<file path="config.mk">
export PLATFORM = sky130hd
export DESIGN_NAME = pio_bank
export DESIGN_NICKNAME = d
export VERILOG_FILES = /design/src/rtl/pio_bank.sv
export SDC_FILE = /design/constraint.sdc
export NUM_CORES = 1
export LEC_CHECK = 0
export BUFFER_PORTS_ARGS = -buffer_cell sky130_fd_sc_hd__buf_2
export CAP_MARGIN = 20
export CORE_MARGIN = 2
export CORE_UTILIZATION = 38
export DETAILED_ROUTE_END_ITERATION = 12
export PLACE_DENSITY = 0.6
export SYNTH_ARGS = -nofsm -noshare
export SYNTH_HDL_FRONTEND = slang
export SYNTH_SLANG_ARGS = --single-unit
</file>
<file path="constraint.sdc">
create_clock -name clk_clk -period 6.2 [get_ports clk_clk]
set_clock_uncertainty 0.15 [all_clocks]
set_input_delay 0.31 -clock clk_clk [delete_from_list [all_inputs] [get_ports clk_clk]]
set_output_delay 0.31 -clock clk_clk [all_outputs]
set_load 0.03 [all_outputs]
</file>
<file path="src/rtl/pio_bank.sv">
// Avalon-MM PIO register bank: NUM_OUT output channels with atomic set/clear and
// NUM_IN synchronised inputs. Edge capture, mask and irq exist only with PIO_BANK_IRQ_EN defined.
module pio_bank #(
  parameter int          NUM_OUT   = 4,
  parameter int          NUM_IN    = 2,
  parameter int          DATA_W    = 32,
  parameter int          IN_W      = 2,
  parameter int          EDGE      = 0,
  parameter logic [31:0] RESET_VAL = 32'h0
) (
  input  logic                       clk_clk,
  input  logic                       reset_reset,
  input  logic [5:0]                 avs_address,
  input  logic                       avs_read,
  input  logic                       avs_write,
  input  logic [3:0]                 avs_byteenable,
  input  logic [31:0]                avs_writedata,
  output logic [31:0]                avs_readdata,
  output logic                       irq,
  output logic [NUM_OUT*DATA_W-1:0]  out_export,
  input  logic [NUM_IN*IN_W-1:0]     in_export
);

  localparam logic [DATA_W-1:0] OUT_RST = RESET_VAL[DATA_W-1:0];

  logic [2:0]  grp;
  logic [2:0]  chan;
  logic [31:0] be_mask;
  logic [31:0] wbits;
  logic [31:0] out_rd [8];
  logic [31:0] in_rd  [8];
  logic [31:0] rd_data;
  logic [31:0] rdata_reg;

  // Address splits into an 8-word register group and a channel index.
  assign grp  = avs_address[5:3];
  assign chan = avs_address[2:0];

  genvar gi;
  generate
    for (gi = 0; gi < 4; gi++) begin : g_be
      assign be_mask[gi*8 +: 8] = {8{avs_byteenable[gi]}};
    end
  endgenerate

  assign wbits = avs_writedata & be_mask;

  generate
    for (gi = 0; gi < NUM_OUT; gi++) begin : g_out
      logic [DATA_W-1:0] out_reg;
      logic [DATA_W-1:0] out_next;

      always_comb begin
        out_next = out_reg;
        if (avs_write && chan == 3'(gi)) begin
          case (grp)
            3'd0: out_next = (out_reg & ~be_mask[DATA_W-1:0]) | wbits[DATA_W-1:0];
            3'd1: out_next = out_reg | wbits[DATA_W-1:0];
            3'd2: out_next = out_reg & ~wbits[DATA_W-1:0];
            default: out_next = out_reg;
          endcase
        end
      end

      always_ff @(posedge clk_clk or posedge reset_reset) begin
        if (reset_reset) out_reg <= OUT_RST;
        else             out_reg <= out_next;
      end

      assign out_export[gi*DATA_W +: DATA_W] = out_reg;
      assign out_rd[gi] = 32'(out_reg);
    end
    for (gi = NUM_OUT; gi < 8; gi++) begin : g_out_none
      assign out_rd[gi] = '0;
    end
  endgenerate

`ifdef PIO_BANK_IRQ_EN
  logic [31:0]       cap_rd [8];
  logic [NUM_IN-1:0] mask_reg;
  logic [NUM_IN-1:0] mask_next;
  logic [NUM_IN-1:0] status_bits;
  logic              irq_reg;

  always_comb begin
    mask_next = mask_reg;
    if (avs_write && grp == 3'd5 && chan == 3'd0)
      mask_next = (mask_reg & ~be_mask[NUM_IN-1:0]) | wbits[NUM_IN-1:0];
  end

  always_ff @(posedge clk_clk or posedge reset_reset) begin
    if (reset_reset) begin
      mask_reg <= '0;
      irq_reg  <= 1'b0;
    end else begin
      mask_reg <= mask_next;
      irq_reg  <= |status_bits;
    end
  end

  assign irq = irq_reg;
`else
  assign irq = 1'b0;
`endif

  generate
    for (gi = 0; gi < NUM_IN; gi++) begin : g_in
      logic [IN_W-1:0] s1_reg;
      logic [IN_W-1:0] s2_reg;

      always_ff @(posedge clk_clk or posedge reset_reset) begin
        if (reset_reset) begin
          s1_reg <= '0;
          s2_reg <= '0;
        end else begin
          s1_reg <= in_export[gi*IN_W +: IN_W];
          s2_reg <= s1_reg;
        end
      end

      assign in_rd[gi] = 32'(s2_reg);

`ifdef PIO_BANK_IRQ_EN
      logic [IN_W-1:0] prev_reg;
      logic [IN_W-1:0] edge_det;
      logic [IN_W-1:0] cap_reg;
      logic [IN_W-1:0] cap_next;

      assign edge_det = (EDGE == 0) ? (s2_reg & ~prev_reg) :
                        (EDGE == 1) ? (~s2_reg & prev_reg) :
                                      (s2_reg ^ prev_reg);

      // A fresh edge wins over a simultaneous W1C of the same bit.
      always_comb begin
        cap_next = cap_reg;
        if (avs_write && grp == 3'd4 && chan == 3'(gi))
          cap_next = cap_reg & ~wbits[IN_W-1:0];
        cap_next = cap_next | edge_det;
      end

      always_ff @(posedge clk_clk or posedge reset_reset) begin
        if (reset_reset) begin
          prev_reg <= '0;
          cap_reg  <= '0;
        end else begin
          prev_reg <= s2_reg;
          cap_reg  <= cap_next;
        end
      end

      assign cap_rd[gi]      = 32'(cap_reg);
      assign status_bits[gi] = (|cap_reg) & mask_reg[gi];
`endif
    end
    for (gi = NUM_IN; gi < 8; gi++) begin : g_in_none
      assign in_rd[gi] = '0;
`ifdef PIO_BANK_IRQ_EN
      assign cap_rd[gi] = '0;
`endif
    end
  endgenerate

  always_comb begin
    rd_data = '0;
    case (grp)
      3'd0: rd_data = out_rd[chan];
      3'd3: rd_data = in_rd[chan];
`ifdef PIO_BANK_IRQ_EN
      3'd4: rd_data = cap_rd[chan];
      3'd5: begin
        if (chan == 3'd0)      rd_data = 32'(mask_reg);
        else if (chan == 3'd1) rd_data = 32'(status_bits);
      end
`endif
      default: rd_data = '0;
    endcase
  end

  // Read data is held between reads; a read colliding with a write returns 0.
  always_ff @(posedge clk_clk or posedge reset_reset) begin
    if (reset_reset)   rdata_reg <= '0;
    else if (avs_read) rdata_reg <= avs_write ? 32'h0 : rd_data;
  end

  assign avs_readdata = rdata_reg;

endmodule

</file>
==> flow_summary.yaml <==
outcome:
  run_status: "completed"
yosys:
  synth-seq-cells: 168
  ys_seq_area_frac: 0.4447
  synthesis.instances: 1020
  synth.distinct_cells: 34
  avgSynthCellArea_um2: 9.269
  synth_area_leaders: "dfrtp_1 (44%), o211ai_1 (10%), nand4_1 (8.5%)"
  synth_top_area_cell: "dfrtp_1"
  syn_nets: 1070
  synth_top_area_frac: 0.4447
  syn-cell-area_mm2: 0.009454
  yosys_warnings: 0
critical_path:
  crit_path_end_kind: "flip-flop"
  cp_cell_sequence: "buf_2 -> or3b_4 -> buf_4 -> nand4_1 -> o211ai_1"
  worstPathRequired_ps: 6380
  start_kind: "input pin"
  criticalPathCategory: "input pin to flip-flop"
  max_stage_delay_ps: 860
  crit_buf_inv: 2
  crit_path_max_fanout: 76
  cp.arrival_ps: 2830
  crit_slowest_cell: "or3b_4"
  path_delay_family: "buffers and inverters"
finish:
  multi_input_area_mm2: 0.004129
  area_delta_synth_final_pct: 18.81
  regArea_mm2: 0.004204
  post_route_cells_drive_above_1_share: 0.2496
  fillerInstances: 2364
  layout_common_cells: "buf_2 (209), inv_1 (190), dfrtp_1 (168), nand4_1 (128), o211ai_1 (128)"
  final_common_cell: "buf_2"
  largest_register_ffs: 128
  fin_nets: 1220
sta:
  slew_violations: 0
  setup_viol: 0
  period_share: 0.4280
  timing.slew.headroom: 0.3354
  rsz0062_at_grt: "false"
  hold_violations: 0
  tns_ps: 0
  period_minus_slack_ps: 2654
  max_freq_mhz: 376.8
  worst_slew_pin_slew_ps: 996.9
routing:
  wl_per_cell_um: 20.04
  drc: 0
  antenna_left: 0
  wl_met3_um: 2013
  highest_layer: "met4"
  wl_met1_um: 13580
  vias: 8688
  drt_iter0_markers: 650
  postRouteWirelength_um: 30210
  met2WireLength_um: 13980
  dr.pass1.iters: 5
  via_per_inst: 5.765
cts:
  cts_max_level: 4
  clk_pin_slew_worst_paths_ps: 60
  cts_setup_buffers: 0
  cts_root_buf: "clkbuf_16"
  cts_made_buffers: 17
  cts_buffer_depth: 2
  clock_sinks: 168
  cts_tree: "done"
  clk_latency_ps: 440
  ctsResizeCount: 0
hold_path:
  hp-class: "flip-flop to flip-flop"
global_routing:
  grt_max_degree: 104
  grtUsageTotal: 0.2347
  antenna_found_initial: 1
  grt_pass1_vias: 8452
  grt_pass1_wl_um: 48520
  overflow: 0
placed_design:
  dp_hpwl_um: 18660
  gp_congestion: 0.7535
  port_buffers: 209
power_and_ir_drop:
  power.total_uw: 2472
  cellPowerDensity_mw_per_mm2: 220.0
  ir_worst_vdd_mv: 0.1437
  leakagePower_uw: 0.005169
die:
  die_area_mm2: 0.02616
  core_mm2: 0.02439
  io_pins: 211
  fp-row-count: 57
  die_y_um: 161.7
  die_w_um: 161.7
  initial_core_util: 0.3876
job:
  drv_cap: 0
==> power by group <==
group          total [µW]  switching, µW  internal [µW]
Clock                1020            457            563
Combinational         314            230           83.5
Sequential           1140           19.9           1120
Total                2470            708           1760
==> kinds of logic after synthesis <==
kind of cell              synth area share
DFF                                 0.4447
other                            0.0003967
AOI/OAI and AO/OA                   0.2201
and+or+nand+nor                     0.1286
buffers and inverters               0.1269
xor gates and xnor gates         0.0009266
muxes                              0.07835
==> cell usage after synthesis (all sizes together) <==
master / number
a21bo: 1
a21boi: 33
a21o: 1
a21oi: 1
and2: 32
buf: 54
clkbuf: 44
conb: 1
dfrtp: 168
inv: 191
mux2i: 2
mux4: 32
nand2b: 2
nand3b: 1
nand4: 128
nand4b: 1
nand4bb: 1
nor2: 32
nor4: 1
nor4b: 1
nor4bb: 1
o211ai: 128
o21ai: 128
o221ai: 2
o22ai: 30
or3b: 1
or4: 1
or4b: 1
xor2: 1
==> per-layer routing <==
metal | vias to the layer above | GRT usage
met5 | - | 0
met4 | 0 | 0.07763
met3 | 43 | 0.03882
met2 | 331 | 0.3644
met1 | 4330 | 0.3364
li1 | 3984 | -
==> final timing paths <==
| path | from | endpoint | slack, ps | cells past startpoint |
|---|---|---|---|---|
| min in group asynchronous | reset_reset | avs_readdata[30] | 480 | 3 |
| max in group asynchronous | reset_reset | g_out[2].out_reg[11] | 3990 | 4 |
| worst min register to register | g_in[1].s1_reg[0] | g_in[1].s2_reg[0] | 200 | 0 |
| worst max-delay path | avs_address[5] | g_out[1].out_reg[14] | 3550 | 5 |
| worst max register to register | g_out[3].out_reg[16] | avs_readdata[16] | 4830 | 3 |
| worst min-delay path | g_in[1].s1_reg[0] | g_in[1].s2_reg[0] | 200 | 0 |
==> layout make-up <==
class | count | area share
Inverter | 191 | 0.06428
Timing Repair Buffer | 229 | 0.1087
Multi-Input combinational cell | 563 | 0.3676
Sequential cell | 168 | 0.3743
Tap cell | 324 | 0.03609
Antenna cell | 1 | 0.0002228
Clock inverter | 10 | 0.008689
Clock buffer | 21 | 0.04010
==> what timing repair did <==
item | 4_1_cts | 5_1_grt
endpoints found under the hold margin | 28 | 0
endpoints found under the setup margin | 0 | 0
hold buffers | 5 | 0
==> per-stage QoR <==
step / instances / setup WS, ps / hold WS (ps) / area, µm² / util
finish: 1507 / 3546 / 197.8 / 11230 / 0.4605
global route: 1507 / 3306 / 206.1 / 11230 / 0.4605
CTS: 1505 / 3610 / 199.2 / 11210 / 0.4596
detailed placement: 1469 / 3145 / 184.7 / 10610 / 0.4351
global placement: 1469 / 3164 / 182.2 / 10610 / 0.4351
floorplan: 1020 / 1193 / 181.2 / 9454 / -
No activity file was read; power rests on OpenSTA's default activity.
